**src/rtl/mlp_load_sequencer.sv**
```systemverilog
// mlp_load_sequencer
//   Streams input and weight words from a word-addressed staging SRAM
//   (one-cycle read latency) onto the MLP accelerator load port. Layer 0
//   interleaves eight input beats with eight weight beats per row. Layers
//   1..NUM_LAYERS-1 carry weight beats only. The block then collects 128
//   result beats into a result buffer and signals done or a timeout error.
//
// Ports
//   clk, rst_n            : clock, synchronous active-low reset
//   start_i               : start pulse, accepted only in IDLE
//   busy_o, done_o        : run in progress / one-cycle completion pulse
//   error_o               : sticky timeout flag, cleared by the next start
//   mem_rd_en_o/addr_o    : staging SRAM read strobe and word address
//   mem_rdata_i           : SRAM read data, valid the cycle after the strobe
//   load_*                : accelerator load bus (beat valid, payload, fields)
//   result_valid_i/payload: accelerator result beats
//   res_wr_*              : result buffer write port
module mlp_load_sequencer #(
  parameter int NUM_LAYERS = 8,
  parameter int ROWS       = 16,
  parameter int BEATS      = 8,
  parameter int ADDR_W     = 11,
  parameter int TIMEOUT    = 1024
) (
  input  logic              clk,
  input  logic              rst_n,
  input  logic              start_i,
  output logic              busy_o,
  output logic              done_o,
  output logic              error_o,
  output logic              mem_rd_en_o,
  output logic [ADDR_W-1:0] mem_addr_o,
  input  logic [31:0]       mem_rdata_i,
  output logic              load_en_o,
  output logic [31:0]       load_payload_o,
  output logic              load_type_o,
  output logic [3:0]        input_load_number_o,
  output logic [2:0]        layer_number_o,
  output logic [2:0]        weight_number_o,
  input  logic              result_valid_i,
  input  logic [31:0]       result_payload_i,
  output logic              res_wr_en_o,
  output logic [6:0]        res_wr_addr_o,
  output logic [31:0]       res_wr_data_o
);
  localparam int MAT_WORDS = ROWS * BEATS;
  localparam int RES_BEATS = 128;
  localparam int RES_W     = $clog2(RES_BEATS + 1);
  localparam int TMO_W     = $clog2(TIMEOUT + 1);

  typedef enum logic [2:0] {
    S_IDLE, S_LOAD_L0, S_LOAD_LN, S_DRAIN, S_WAIT_RES, S_DONE, S_ERR
  } state_t;

  state_t state_q, state_d;

  logic [3:0]       row_q, beat_q;
  logic [2:0]       layer_q;
  logic [RES_W-1:0] res_cnt_q;
  logic [TMO_W-1:0] tmo_q;
  logic             error_q;

  logic start_acc, l0_last, ln_row_end, ln_last, res_full, cap_en, capture;

  logic              rd_en_p0, type_p0;
  logic [ADDR_W-1:0] addr_p0, row_base_p0;
  logic [2:0]        wn_p0;

  logic        vld_p1, type_p1;
  logic [3:0]  row_p1;
  logic [2:0]  layer_p1, wn_p1;
  logic        res_vld_p1;
  logic [6:0]  res_addr_p1;
  logic [31:0] res_data_p1;

  assign start_acc  = (state_q == S_IDLE) && start_i;
  assign l0_last    = (row_q == 4'(ROWS - 1)) && (beat_q == 4'(2 * BEATS - 1));
  assign ln_row_end = (beat_q == 4'(BEATS - 1));
  assign ln_last    = ln_row_end && (row_q == 4'(ROWS - 1)) &&
                      (layer_q == 3'(NUM_LAYERS - 1));
  assign res_full   = (res_cnt_q == RES_W'(RES_BEATS));
  // Once 128 results are in, later beats are dropped rather than overflowing.
  assign capture    = cap_en && result_valid_i && !res_full;

  always_ff @(posedge clk) begin
    if (!rst_n) state_q <= S_IDLE;
    else        state_q <= state_d;
  end

  always_comb begin
    state_d = state_q;
    case (state_q)
      S_IDLE:     if (start_i) state_d = S_LOAD_L0;
      S_LOAD_L0:  if (l0_last) state_d = (NUM_LAYERS == 1) ? S_DRAIN : S_LOAD_LN;
      S_LOAD_LN:  if (ln_last) state_d = S_DRAIN;
      // Results may all have arrived during the load stream; skip waiting then.
      S_DRAIN:    state_d = res_full ? S_DONE : S_WAIT_RES;
      S_WAIT_RES: begin
        if (res_full) state_d = S_DONE;
        else if (!result_valid_i && (tmo_q == TMO_W'(TIMEOUT - 1))) state_d = S_ERR;
      end
      S_DONE:     state_d = S_IDLE;
      S_ERR:      state_d = S_IDLE;
      default:    state_d = S_IDLE;
    endcase
  end

  // Stage p0: read request and beat fields derived from the counters.
  always_comb begin
    busy_o      = 1'b0;
    done_o      = 1'b0;
    cap_en      = 1'b0;
    rd_en_p0    = 1'b0;
    type_p0     = 1'b0;
    wn_p0       = '0;
    addr_p0     = '0;
    row_base_p0 = ADDR_W'(row_q) * ADDR_W'(BEATS);
    case (state_q)
      S_LOAD_L0: begin
        busy_o   = 1'b1;
        cap_en   = 1'b1;
        rd_en_p0 = 1'b1;
        if (beat_q < 4'(BEATS)) begin
          type_p0 = 1'b1;
          addr_p0 = row_base_p0 + ADDR_W'(beat_q);
        end else begin
          wn_p0   = 3'(beat_q - 4'(BEATS));
          addr_p0 = ADDR_W'(MAT_WORDS) + row_base_p0 + ADDR_W'(wn_p0);
        end
      end
      S_LOAD_LN: begin
        busy_o   = 1'b1;
        cap_en   = 1'b1;
        rd_en_p0 = 1'b1;
        wn_p0    = beat_q[2:0];
        addr_p0  = ADDR_W'(MAT_WORDS) * (ADDR_W'(layer_q) + ADDR_W'(1)) +
                   row_base_p0 + ADDR_W'(beat_q);
      end
      S_DRAIN, S_WAIT_RES: begin
        busy_o = 1'b1;
        cap_en = 1'b1;
      end
      S_DONE:  done_o = 1'b1;
      default: ;
    endcase
  end

  assign mem_rd_en_o = rd_en_p0;
  assign mem_addr_o  = addr_p0;

  always_ff @(posedge clk) begin
    if (!rst_n) begin
      row_q     <= '0;
      beat_q    <= '0;
      layer_q   <= '0;
      res_cnt_q <= '0;
      tmo_q     <= '0;
      error_q   <= 1'b0;
    end else begin
      if (start_acc) begin
        row_q     <= '0;
        beat_q    <= '0;
        layer_q   <= '0;
        res_cnt_q <= '0;
        error_q   <= 1'b0;
      end else begin
        case (state_q)
          S_LOAD_L0: begin
            if (beat_q == 4'(2 * BEATS - 1)) begin
              beat_q <= '0;
              if (row_q == 4'(ROWS - 1)) begin
                row_q   <= '0;
                layer_q <= 3'd1;
              end else begin
                row_q <= row_q + 4'd1;
              end
            end else begin
              beat_q <= beat_q + 4'd1;
            end
          end
          S_LOAD_LN: begin
            if (ln_row_end) begin
              beat_q <= '0;
              if (row_q == 4'(ROWS - 1)) begin
                row_q   <= '0;
                layer_q <= layer_q + 3'd1;
              end else begin
                row_q <= row_q + 4'd1;
              end
            end else begin
              beat_q <= beat_q + 4'd1;
            end
          end
          default: ;
        endcase
        if (capture) res_cnt_q <= res_cnt_q + RES_W'(1);
        if ((state_q == S_WAIT_RES) && (state_d == S_ERR)) error_q <= 1'b1;
      end
      // Idle-cycle counter: only meaningful while waiting on results.
      if ((state_q == S_WAIT_RES) && !result_valid_i) tmo_q <= tmo_q + TMO_W'(1);
      else                                             tmo_q <= '0;
    end
  end

  // Stage p1: load bus aligned with SRAM read data, result write port.
  always_ff @(posedge clk) begin
    if (!rst_n) begin
      vld_p1     <= 1'b0;
      res_vld_p1 <= 1'b0;
    end else begin
      vld_p1     <= rd_en_p0;
      res_vld_p1 <= capture;
    end
  end

  always_ff @(posedge clk) begin
    if (rd_en_p0) begin
      type_p1  <= type_p0;
      row_p1   <= row_q;
      layer_p1 <= layer_q;
      wn_p1    <= wn_p0;
    end
    if (capture) begin
      res_addr_p1 <= 7'(res_cnt_q);
      res_data_p1 <= result_payload_i;
    end
  end

  // Field registers carry no reset; gating by the valids keeps outputs at zero.
  assign load_en_o           = vld_p1;
  assign load_payload_o      = vld_p1 ? mem_rdata_i : '0;
  assign load_type_o         = vld_p1 & type_p1;
  assign input_load_number_o = vld_p1 ? row_p1 : '0;
  assign layer_number_o      = vld_p1 ? layer_p1 : '0;
  assign weight_number_o     = vld_p1 ? wn_p1 : '0;
  assign res_wr_en_o         = res_vld_p1;
  assign res_wr_addr_o       = res_vld_p1 ? res_addr_p1 : '0;
  assign res_wr_data_o       = res_vld_p1 ? res_data_p1 : '0;
  assign error_o             = error_q;
endmodule
```
**config.mk**
```make
export PLATFORM = sky130hd
export DESIGN_NAME = mlp_load_sequencer
export DESIGN_NICKNAME = d
export VERILOG_FILES = /design/src/rtl/mlp_load_sequencer.sv
export SDC_FILE = /design/constraint.sdc
export NUM_CORES = 1
export LEC_CHECK = 0
export CELL_PAD_IN_SITES_DETAIL_PLACEMENT = 0
export CELL_PAD_IN_SITES_GLOBAL_PLACEMENT = 1
export CORE_AREA = 4 4 99 101
export DETAILED_ROUTE_END_ITERATION = 12
export DIE_AREA = 0 0 103 105
export DONT_BUFFER_PORTS = 1
export GPL_ROUTABILITY_DRIVEN = 0
export PLACE_DENSITY_LB_ADDON = 0.1
export SYNTH_ARGS = -nofsm -noshare
export SYNTH_HDL_FRONTEND = slang
export SYNTH_SLANG_ARGS = --single-unit
```
**constraint.sdc**
```tcl
create_clock -name clk -period 4.6 [get_ports clk]
set_input_delay 1.38 -clock clk [delete_from_list [all_inputs] [get_ports clk]]
set_output_delay 1.38 -clock clk [all_outputs]
set_load 0.05 [all_outputs]
```
---- Word level (Yosys, flattened, before mapping) ----
Index checks and enable logic that the tools add are counted.
W data, S select, Z words.
storage, ports and cells
  register bits after elaboration ......... 86
  latch bits .............................. 0
  RAM bits ................................ 0
  memory bits (read-only) ................. 0
  input port bits ......................... 68
  output and inout port bits .............. 99
  memories ................................ 0
operators by class
  add/sub/neg operators ................... 12
  multipliers ............................. 0
  div/mod/pow operators ................... 0
  $lt $le $gt $ge ......................... 1
  equality and inequality tests ........... 16
  shift-type cells ........................ 0
  mux-type cells .......................... 33
  bitwise logic cells ..................... 2
  reductions and logical operators ........ 19
operators by type and width
  kind                     count
  $mux W32                 2
  $mux W3                  12
  $mux W4                  6
  $pmux W11 S2             1
  $pmux W4 S2              2
  $pmux W3 S5              1
  $eq A3 B3 Y1 const B     4
  $pmux W3 S2              2
  $add A11 B1 Y11 const B  1
  $add A11 B4 Y11          1
  $add A11 B7 Y11          1
  $eq A11 B10 Y1 const B   1
  $add A9 B3 Y10           1
  $mux W10                 1
  $add A8 B7 Y9 const A    1
  $logic_and A1 B1 Y1      9
  $add A4 B1 Y4 const B    2
  $add A7 B4 Y8            1
  $add A8 B1 Y8 const B    1
  $eq A4 B4 Y1 const B     2
  $eq A8 B8 Y1 const B     1
  $ne A2 B2 Y1 const B     4
  $mux W7                  1
  $eq A3 B2 Y1 const B     2
  other kinds (17)         23

---- Depth between registers and ports, before layout ----
Gate-level depths: netlist (run 1).
  depth after elaboration ................. 7
  depth in mapped cells ................... 6

---- Least setup slack after synthesis (run 1) ----
Ideal clock, no wire load.
  path kind ............................... input -> register
  from .................................... input result_valid_i
  to ...................................... register res_addr_p1[0] (enable)
  library setup time ...................... 0.441 ns
  arrival time ............................ 3.348 ns
  data required time ...................... 4.159 ns
  setup slack ............................. 0.811 ns
  stages on the path ...................... 3
  path through ............................ nand3_2 buf_6 nor2_1
on the way
  longest elaborated chain between the ends .. 2
ends and longest elaborated chain
  what                               line  text
  start, declared                    40    input logic result_valid_i,
  $logic_and A1 B1 Y1 (2 in series)  83    assign capture = cap_en && result_valid_i && !res_full;
  net capture                        63    logic start_acc, l0_last, ln_row_end, ln_last, res_full, cap_en, capture;
  end signal, assigned               224   res_addr_p1 <= 7'(res_cnt_q);
  end, declared                      73    logic [6:0] res_addr_p1;
The timed path passes the listed nets, and every way through them passes these cells.
A chain may end at the register's enable or synchronous reset.

---- Final worst setup path (run 1) ----
  from .................................... register beat_q[3]
  to ...................................... output mem_addr_o[4]
on the way
  longest elaborated chain between the ends .. 3
  elaborated cells on any way between the ends .. 5
ends and longest elaborated chain
  what                                           line      text
  start, declared                                57        logic [3:0] row_q, beat_q;
  start signal, assigned                         178       beat_q <= beat_q + 4'd1;
  start signal, assigned                         191       beat_q <= beat_q + 4'd1;
  $add A7 B4 Y8 or $lt A4 B4 Y1 (tied branches)  125, 123
  $mux W10                                       123       if (beat_q < 4'(BEATS)) begin
  $pmux W11 S2 (*)                               118       case (state_q)
  end, declared                                  32        output logic [ADDR_W-1:0] mem_addr_o,
Every way passes the cells marked *; elsewhere a longest branch is shown, timed or not.

==> results of run 1 <==
==> synthesized netlist by cell type, types with 4 or more instances <==
| master | instances |
|---|---|
| and2_1 | 92 |
| edfxtp_1 | 50 |
| dfxtp_1 | 36 |
| nor2_1 | 26 |
| nand2_1 | 18 |
| a21oi_1 | 16 |
| nand3_1 | 15 |
| clkbuf_1 | 13 |
| ha_1 | 11 |
| inv_1 | 10 |
| xor2_1 | 9 |
| xnor2_1 | 6 |
| mux2i_1 | 5 |
| o21ai_0 | 5 |
| or4_1 | 5 |
| nand2b_1 | 4 |
| nand4_1 | 4 |
| o211ai_1 | 4 |
| o31ai_1 | 4 |
==> state kept, by name, indices dropped and copies added, names as in the netlist, 4 cells and up <==
| name | cells |
|---|---|
| res_addr_p1 | 7 |
| row_p1 | 4 |
| tmo_q | 11 |
| beat_q | 4 |
| row_q | 4 |
| res_data_p1 | 32 |
| res_cnt_q | 8 |
==> critical path, delay by kind of cell, from the launching register on <==
kind	cells	cell delay (ns)
AOI/OAI and AO/OA	1	0.05
adders and majority gates	2	0.61
DFF	1	0.46
muxes	1	0.07
and+or+nand+nor	2	0.79
==> final timing paths <==
path                          endpoint  slack, ns
min reg2reg        tmo_q[0]$_SDFF_PN0_       0.47
max reg2reg  res_data_p1[30]$_DFFE_PP_       1.98
min                tmo_q[0]$_SDFF_PN0_       0.47
max                      mem_addr_o[4]       0.89
==> power by group through the flow <==
stage          Combinational [mW]  Clock, mW  Sequential (mW)
6_report                    0.118      0.520            0.845
4_1_cts                     0.120      0.543            0.846
3_5_place_dp                0.119          0            0.863
3_3_place_gp                0.120          0            0.862
2_1_floorplan               0.111          0            0.858
5_1_grt                     0.125      0.581            0.849
==> cells by family (layout without fill, tap and decap cells) <==
family	count (synthesis)	count (layout)	share of synthesized area
compound gates	48	48	0.0782
buf+inv	29	36	0.0301
xor+xnor	15	15	0.0320
flops	86	86	0.540
simple gates	191	191	0.274
fa+ha+maj	11	11	0.0335
mux	5	5	0.0122
==> through the flow <==
stage | worst slack, ns | util | area, um2
finish | 0.889 | 0.494 | 4460
global route | 0.654 | 0.494 | 4460
CTS | 0.852 | 0.494 | 4460
detailed placement | 1.25 | 0.472 | 4260
global placement | 1.30 | 0.472 | 4260
floorplan | 0.811 | - | 4110
==> final cells by class <==
type                    count  area, um2
clock inverters             7       76.3
inverters                  10       37.5
clock buffers               9        124
well taps                 111        139
fillers                   857       4560
multi-input cells         270       1790
repair buffers             10       75.1
flip-flops and latches     86       2220
==> per-layer routing <==
metal  part of all wire  wire, um  track usage
met1               0.44      3940        0.214
met5                  0         0            0
met3              0.076       674       0.0501
met4             0.0042        37       0.0426
met2               0.48      4220        0.250
==> impl_metrics.py, run 1 <==
metrics = {
    "pwr": {
        "power_frac_seq": 0.570,
        "p_int_mw": 1.07,
        "p_comb_frac": 0.080,
        "p_switching_uw": 416,
        "p_leak_nw": 1.56,
        "p_sw_frac": 0.281,
        "vdd_drop_max_mv": 0.177,
        "power.density_nw_per_um2": 333,
        "p_clk_frac": 0.351,
        "totalPowerFinal_mw": 1.48,
    },
    "timing": {
        "skew_ns": 0.0108,
        "rsz0062_at_grt": "no",
        "whs_ns": 0.467,
        "finalMaxSlewViolations": 0,
        "fin_crit_sh": 0.807,
        "fmax_ghz": 0.269,
        "tns_ns": 0,
        "hold_viol": 0,
        "final.min_clock_period_ns": 3.71,
        "tightest_slew_ns": 1.11,
        "slew_headroom": 0.255,
        "setup_viol": 0,
    },
    "routing": {
        "firstDrtPassIters": 4,
        "drc": 0,
        "num_vias": 2768,
        "vias_per_cell": 5.50,
        "wirelength_um": 8870,
        "wl_per_cell_um": 17.6,
        "ant_nets": 0,
        "drt_iter0_drc": 115,
    },
    "global_route": {
        "grt_overflow": 0,
        "antenna_found_initial": 0,
        "grt_pass1_wl_um": 13600,
        "grt_max_degree": 45,
        "grt.total_usage": 0.160,
        "grt_pass1_vias": 2627,
    },
    "synth": {
        "synth_area_leader_cell": "edfxtp_1",
        "synth_cells": 385,
        "synth_top_area_frac": 0.365,
        "yosysUniqueCellTypes": 52,
        "synthesis.nets": 464,
        "ys_seq_area_frac": 0.540,
        "ys_ff_latch": 86,
        "ys_top_cells_by_area": "edfxtp_1 37%, dfxtp_1 18%, and2_1 14%",
        "netlist_area_um2": 4110,
        "avgSynthCellArea_um2": 10.7,
        "async_flop_share": 0,
        "yosys_warnings": 0,
        "synth-main-ff-cell": "edfxtp_1",
        "synth_edf_count": 50,
    },
    "placement": {
        "hpwl_um": 6450,
        "place_inst": 487,
        "port_buffers": 0,
    },
    "clock_tree": {
        "cts_buffers": 9,
        "cts_root_buffer": "clkbuf_8",
        "cts_tree": "done",
        "clkTransAtPathRegs_ns": 0.09,
        "cts_buffer_depth": 2,
        "cts_resized": 0,
        "htreeDepth": 3,
        "cts_setup_buffers": 0,
        "clk-insertion-delay-late_ns": 0.35,
        "clock_sinks": 86,
        "ctsHoldBuffers": 0,
    },
    "critical_path": {
        "crit_start": "beat_q[3]$_SDFFE_PP0P_",
        "critPathKind": "reg -> out",
        "cp.arrival_ns": 2.33,
        "worstReg2RegStart": "state_q[2]$_SDFF_PN0_",
        "crit_chain": "ha_1 > ha_1 > mux2i_1 > nor2_1 > a21oi_1 > nor2_1",
        "cp.required_ns": 3.22,
        "rr_worst_depth": 3,
        "max_stage_delay_ns": 0.69,
        "critPathSlowestCell": "nor2_1",
        "critPathLaunchType": "register",
        "endpoint_kind": "output port",
        "crit_path_max_fanout": 13,
    },
    "die": {
        "row_count": 35,
        "initial_utilization": 0.456,
        "fp.dieH_um": 105,
        "dieArea_um2": 10800,
        "ios": 167,
        "die_w_um": 103,
        "core_um2": 9020,
    },
    "cells_and_area": {
        "mostFrequentLayoutCells": "92 x and2_1, 50 x edfxtp_1, 36 x dfxtp_1, 25 x nor2_1, 18 x nand2_1",
        "final_common_cell": "and2_1",
        "final_cells": 503,
        "drive_above_1_share": 0.0918,
        "syn2layout_area_growth_pct": 8.46,
        "fin_nets": 466,
        "diodes": 0,
    },
    "job": {
        "drv_cap": 0,
    },
    "hold_path": {
        "hold-path-cell-count": 1,
        "min_from": "tmo_q[0]$_SDFF_PN0_",
        "holdCritPathClass": "reg -> reg",
    },
    "run_status": {
        "status": "complete, no violations",
    },
}
(Power assumes the default switching activity.)
==> run 2, diff against run 1 <==
==> constraint.sdc (replaced) <==
create_clock -name clk -period 3.6 [get_ports clk]
set_input_delay 1.08 -clock clk [delete_from_list [all_inputs] [get_ports clk]]
set_output_delay 1.08 -clock clk [all_outputs]
set_load 0.05 [all_outputs]
==> run 2 against run 1 <==
  * Utilization increased by 1.2 points
  * Combinational power increased by 33%
  * Non-clock buffer count increased by 9
  * Critical path type unchanged
  * Clock skew increased by 0.0028 ns
  * Largest cell class unchanged
  * Largest power group unchanged
  * Highest routed layer unchanged
==> impl_metrics.py, run 2 (same netlist as run 1, synthesis figures left out) <==
metrics = {
    "timing": {
        "fmax_ghz": 0.295,
        "fin_crit_sh": 0.942,
        "setup_viol": 0,
        "finalMaxSlewViolations": 0,
        "tightest_slew_ns": 0.933,
        "tns_ns": 0,
        "skew_ns": 0.0137,
        "hold_viol": 0,
        "rsz0062_at_grt": "no",
        "final.min_clock_period_ns": 3.39,
        "slew_headroom": 0.377,
        "fin_ws_ns": 0.210,
    },
    "die": {
        "dieArea_um2": 10800,
        "fp.dieH_um": 105,
        "initial_utilization": 0.456,
        "ios": 167,
        "die_w_um": 103,
        "row_count": 35,
        "core_um2": 9020,
    },
    "global_route": {
        "grt_overflow": 0,
        "antenna_found_initial": 2,
        "grt.total_usage": 0.160,
        "grt_pass1_vias": 2582,
        "grt_max_degree": 45,
        "grt_pass1_wl_um": 13500,
    },
    "critical_path": {
        "endpoint_kind": "output port",
        "worstReg2RegStart": "state_q[0]$_SDFF_PN0_",
        "crit_start": "state_q[0]$_SDFF_PN0_",
        "crit_path_max_fanout": 15,
        "cp.arrival_ns": 2.31,
        "critPathKind": "reg -> out",
        "critPathLaunchType": "register",
        "cp.required_ns": 2.52,
    },
    "clock_tree": {
        "cts_buffer_depth": 2,
        "htreeDepth": 3,
        "clkTransAtPathRegs_ns": 0.09,
        "cts_buffers": 9,
        "clk-insertion-delay-late_ns": 0.36,
        "cts_root_buffer": "clkbuf_8",
        "cts_tree": "done",
        "clock_sinks": 86,
        "cts_setup_buffers": 0,
    },
    "routing": {
        "wirelength_um": 8960,
        "firstDrtPassIters": 4,
        "vias_per_cell": 5.39,
        "ant_nets": 0,
        "drt_iter0_drc": 140,
        "drc": 0,
        "wl_per_cell_um": 17.4,
        "num_vias": 2771,
    },
    "cells_and_area": {
        "reg.largest.list": "res_data_p1: 32 flops, tmo_q: 11 flops, res_cnt_q: 8 flops",
        "drive_above_1_share": 0.115,
        "post-route-util": 0.506,
        "fin_nets": 475,
        "mostFrequentLayoutCells": "92 x and2_1, 50 x edfxtp_1, 35 x dfxtp_1, 25 x nor2_1, 18 x nand2_1",
        "largest_register_ffs": 32,
        "largest-register": "res_data_p1",
        "syn2layout_area_growth_pct": 11.0,
        "num-fill-cells": 825,
        "final_common_cell": "and2_1",
    },
    "placement": {
        "place_ws_ns": 0.605,
        "hpwl_um": 6540,
        "port_buffers": 0,
    },
    "job": {
        "drv_cap": 0,
    },
    "hold_path": {
        "holdCritPathClass": "reg -> reg",
        "min_from": "tmo_q[0]$_SDFF_PN0_",
    },
    "pwr": {
        "power.density_nw_per_um2": 418,
        "vdd_drop_max_mv": 0.179,
        "p_leak_nw": 1.62,
    },
    "run_status": {
        "status": "complete, no violations",
    },
}
## run 2: cell types whose count changed in the layout (fill, tap and decap cells not counted)
cell      change
inv_8         +1
buf_12        +3
buf_4         +6
dfxtp_1       -1
clkinv_8      -1
dfxtp_2       +1
diode_2       +2
## run 2: report_power, final
part	internal [mW]	total, mW	leakage (nW)	switching (mW)
clock network	0.275	0.675	0.102	0.400
logic	0.0263	0.157	0.767	0.131
registers	1.06	1.08	0.751	0.0131
total	1.36	1.91	1.62	0.544
## run 2: worst paths after layout
check        slack (ns)                   endpoint  depth (start not counted)
min reg2reg        0.48        tmo_q[0]$_SDFF_PN0_                          1
max                0.21              mem_addr_o[6]                          5
min                0.48        tmo_q[0]$_SDFF_PN0_                          1
max reg2reg        1.50  res_data_p1[22]$_DFFE_PP_                          4
## run 2: critical path: stages, from the launching register on
cell	delay (ns)
dfxtp_1	0.66
nand2b_1	0.30
o21ai_0	0.29
a41oi_1	0.16
a311oi_2	0.29
buf_4	0.24
## run 2: layer usage
layer / vias to the layer above / wire length [um] / track usage
li1: 1372 / - / -
met1: 1278 / 3820 / 0.210
met2: 112 / 4210 / 0.247
met3: 9 / 838 / 0.0474
met4: 0 / 94 / 0.0620
met5: - / 0 / 0
## run 2: metrics by stage
| stage | hold slack [ns] | instance area (um2) | power (mW) | cells |
|---|---|---|---|---|
| after floorplan | 0.426 | 4110 | 1.24 | 385 |
| after global placement | 0.448 | 4360 | 1.26 | 496 |
| after detailed placement | 0.465 | 4360 | 1.26 | 496 |
| after CTS | 0.487 | 4560 | 1.94 | 512 |
| after global routing | 0.519 | 4570 | 1.98 | 514 |
| final | 0.483 | 4570 | 1.91 | 514 |
## run 2: final cells by class
type                            count  area (um2)  share of cell area
Clock buffer                        9         124              0.0271
Inverter                           10        37.5             0.00822
Multi-Input combinational cell    270        1790               0.391
Sequential cell                    86        2220               0.487
Antenna cell                        2        5.00             0.00110
Timing Repair Buffer               19         180              0.0395
Tap cell                          111         139              0.0304
Clock inverter                      7        71.3              0.0156
## run 2: what timing repair did
| item | 4_1_cts | 5_1_grt |
|---|---|---|
| endpoints found under the setup margin | 0 | 1 |
| gates resized for setup | 0 | 1 |
| hold buffers | 0 | 0 |
==> run 3, diff against run 2 <==
--- a/config.mk
+++ b/config.mk
@@ -7,10 +7,9 @@
 export LEC_CHECK = 0
 export CELL_PAD_IN_SITES_DETAIL_PLACEMENT = 0
 export CELL_PAD_IN_SITES_GLOBAL_PLACEMENT = 1
-export CORE_AREA = 4 4 99 101
+export CORE_AREA = 4 4 119 121
 export DETAILED_ROUTE_END_ITERATION = 12
-export DIE_AREA = 0 0 103 105
-export DONT_BUFFER_PORTS = 1
+export DIE_AREA = 0 0 123 125
 export GPL_ROUTABILITY_DRIVEN = 0
 export PLACE_DENSITY_LB_ADDON = 0.1
 export SYNTH_ARGS = -nofsm -noshare
==> run 3 against run 2 <==
  * Sequential share of layout area shrank 15 points
  * Wire length up 28%
  * Clock power increased by 36%
  * Highest routed layer unchanged
  * Critical path type unchanged
  * Count of clock-buffer cells in the layout is 1 higher
  * Via count grew 22%
  * Fmax is 3.4% higher
  * Final area up 46%
  * Clock skew down 0.0071 ns
  * Register-to-register slack better by 0.10 ns
  * Critical path depth stayed put
  * Die area increased by 42%
==> impl_metrics.py, run 3 (same netlist as run 1, synthesis figures left out) <==
metrics = {
    "run_status": {
        "status": "complete, no violations",
    },
    "global_route": {
        "grt.total_usage": 0.149,
        "grt_pass1_vias": 3330,
        "antenna_found_initial": 0,
        "grt_max_degree": 43,
        "grt_pass1_wl_um": 18100,
        "grt_overflow": 0,
    },
    "routing": {
        "wl_per_cell_um": 15.6,
        "drt_iter0_drc": 205,
        "num_vias": 3392,
        "firstDrtPassIters": 4,
        "ant_nets": 0,
        "wirelength_um": 11500,
        "vias_per_cell": 4.62,
        "drc": 0,
    },
    "die": {
        "initial_utilization": 0.314,
        "core_um2": 13100,
        "fp.dieH_um": 125,
        "row_count": 42,
        "dieArea_um2": 15400,
        "die_w_um": 123,
        "ios": 167,
    },
    "cells_and_area": {
        "fin_nets": 633,
        "syn2layout_area_growth_pct": 62.0,
        "largest-register": "res_data_p1",
        "drive_above_1_share": 0.140,
        "final_common_cell": "clkdlybuf4s50_1",
        "diodes": 0,
        "largest_register_ffs": 32,
        "mostFrequentLayoutCells": "121 x clkdlybuf4s50_1, 92 x and2_1, 50 x edfxtp_1, 39 x buf_12, 36 x dfxtp_1",
        "reg.largest.list": "res_data_p1: 32 flops, tmo_q: 11 flops, res_cnt_q: 8 flops",
    },
    "placement": {
        "hpwl_um": 8690,
        "port_buffers": 166,
    },
    "timing": {
        "hold_viol": 0,
        "tightest_slew_ns": 0.738,
        "rsz0062_at_grt": "no",
        "slew_headroom": 0.504,
        "fin_crit_sh": 0.911,
        "finalMaxSlewViolations": 0,
        "skew_ns": 0.00656,
        "setup_viol": 0,
        "tns_ns": 0,
        "whs_ns": 0.462,
        "fmax_ghz": 0.305,
        "final.min_clock_period_ns": 3.28,
    },
    "critical_path": {
        "cp.required_ns": 2.52,
        "cp.arrival_ns": 2.20,
        "critPathLaunchType": "register",
        "critPathSlowestCell": "dfxtp_1",
        "max_stage_delay_ns": 0.57,
        "cp_num_buf_inv": 1,
        "endpoint_kind": "output port",
        "path_delay_family": "compound AO/OA/AOI/OAI gates",
        "crit_chain": "nand2b_1 > o21ai_0 > a41oi_1 > a311oi_1 > buf_12",
        "critPathKind": "reg -> out",
        "crit_path_max_fanout": 12,
    },
    "pwr": {
        "power.density_nw_per_um2": 347,
        "vdd_drop_max_mv": 0.260,
        "p_leak_nw": 2.40,
    },
    "clock_tree": {
        "cts_buffers": 9,
        "cts_setup_buffers": 0,
        "cts_tree": "done",
        "cts_root_buffer": "clkbuf_16",
        "clkTransAtPathRegs_ns": 0.06,
        "htreeDepth": 3,
        "clk-insertion-delay-late_ns": 0.34,
        "cts_resized": 0,
        "ctsHoldBuffers": 0,
        "clock_sinks": 86,
        "cts_buffer_depth": 2,
    },
    "job": {
        "drv_cap": 0,
    },
    "hold_path": {
        "holdCritPathClass": "reg -> reg",
    },
}
## run 3: changes by cell type in the layout (fill, tap and decap cells not counted), sizes merged, moves of 2 or more
| cell | delta |
|---|---|
| clkinvlp | +2 |
| diode | -2 |
| clkdlybuf4s50 | +121 |
| inv | -4 |
| buf | +37 |
## run 3: through the flow
step / utilization / power [mW] / setup slack (ns) / cell area [um2] / instances
3_3_place_gp: 0.487 / 1.41 / 0.649 / 6370 / 719
2_1_floorplan: - / 1.24 / 0.111 / 4110 / 385
4_1_cts: 0.509 / 2.34 / 0.287 / 6660 / 734
3_5_place_dp: 0.487 / 1.41 / 0.652 / 6370 / 719
5_1_grt: 0.509 / 2.41 / 0.125 / 6660 / 734
6_report: 0.509 / 2.31 / 0.320 / 6660 / 734
## run 3: area by class of cell
class / instances / area, um2
Clock inverter: 5 / 60.1
Tap cell: 176 / 220
Fill cell: 1189 / 6420
Clock buffer: 10 / 229
Multi-Input combinational cell: 270 / 1770
Timing Repair Buffer: 177 / 2120
Sequential cell: 86 / 2220
Inverter: 10 / 37.5
## run 3: per-layer routing
layer	track usage	vias to the layer above	wire length [um]
li1	-	1688	-
met1	0.192	1580	5110
met2	0.238	113	5200
met3	0.0465	11	983
met4	0.0502	0	164
met5	0	-	0
## run 3: worst reg2reg max path, stage by stage, from the launching register on
cell and delay, ns:
dfxtp_1 0.35, buf_4 0.19, nor4b_1 0.49, nand2b_1 0.52, buf_4 0.25, o31ai_1 0.08
## run 3: where the power goes
group / switching (mW) / internal (mW)
clock network: 0.384 / 0.536
registers: 0.00862 / 1.06
logic: 0.162 / 0.154
total: 0.554 / 1.75
## run 3: final timing paths
kind	from	end	slack, ns	cells after the start
setup / recovery	state_q[1]$_SDFF_PN0_	mem_addr_o[6]	0.32	5
hold / removal	tmo_q[0]$_SDFF_PN0_	tmo_q[0]$_SDFF_PN0_	0.46	1
setup reg to reg	state_q[0]$_SDFF_PN0_	row_q[3]$_SDFFE_PP0P_	1.60	5
hold reg to reg	tmo_q[0]$_SDFF_PN0_	tmo_q[0]$_SDFF_PN0_	0.46	1
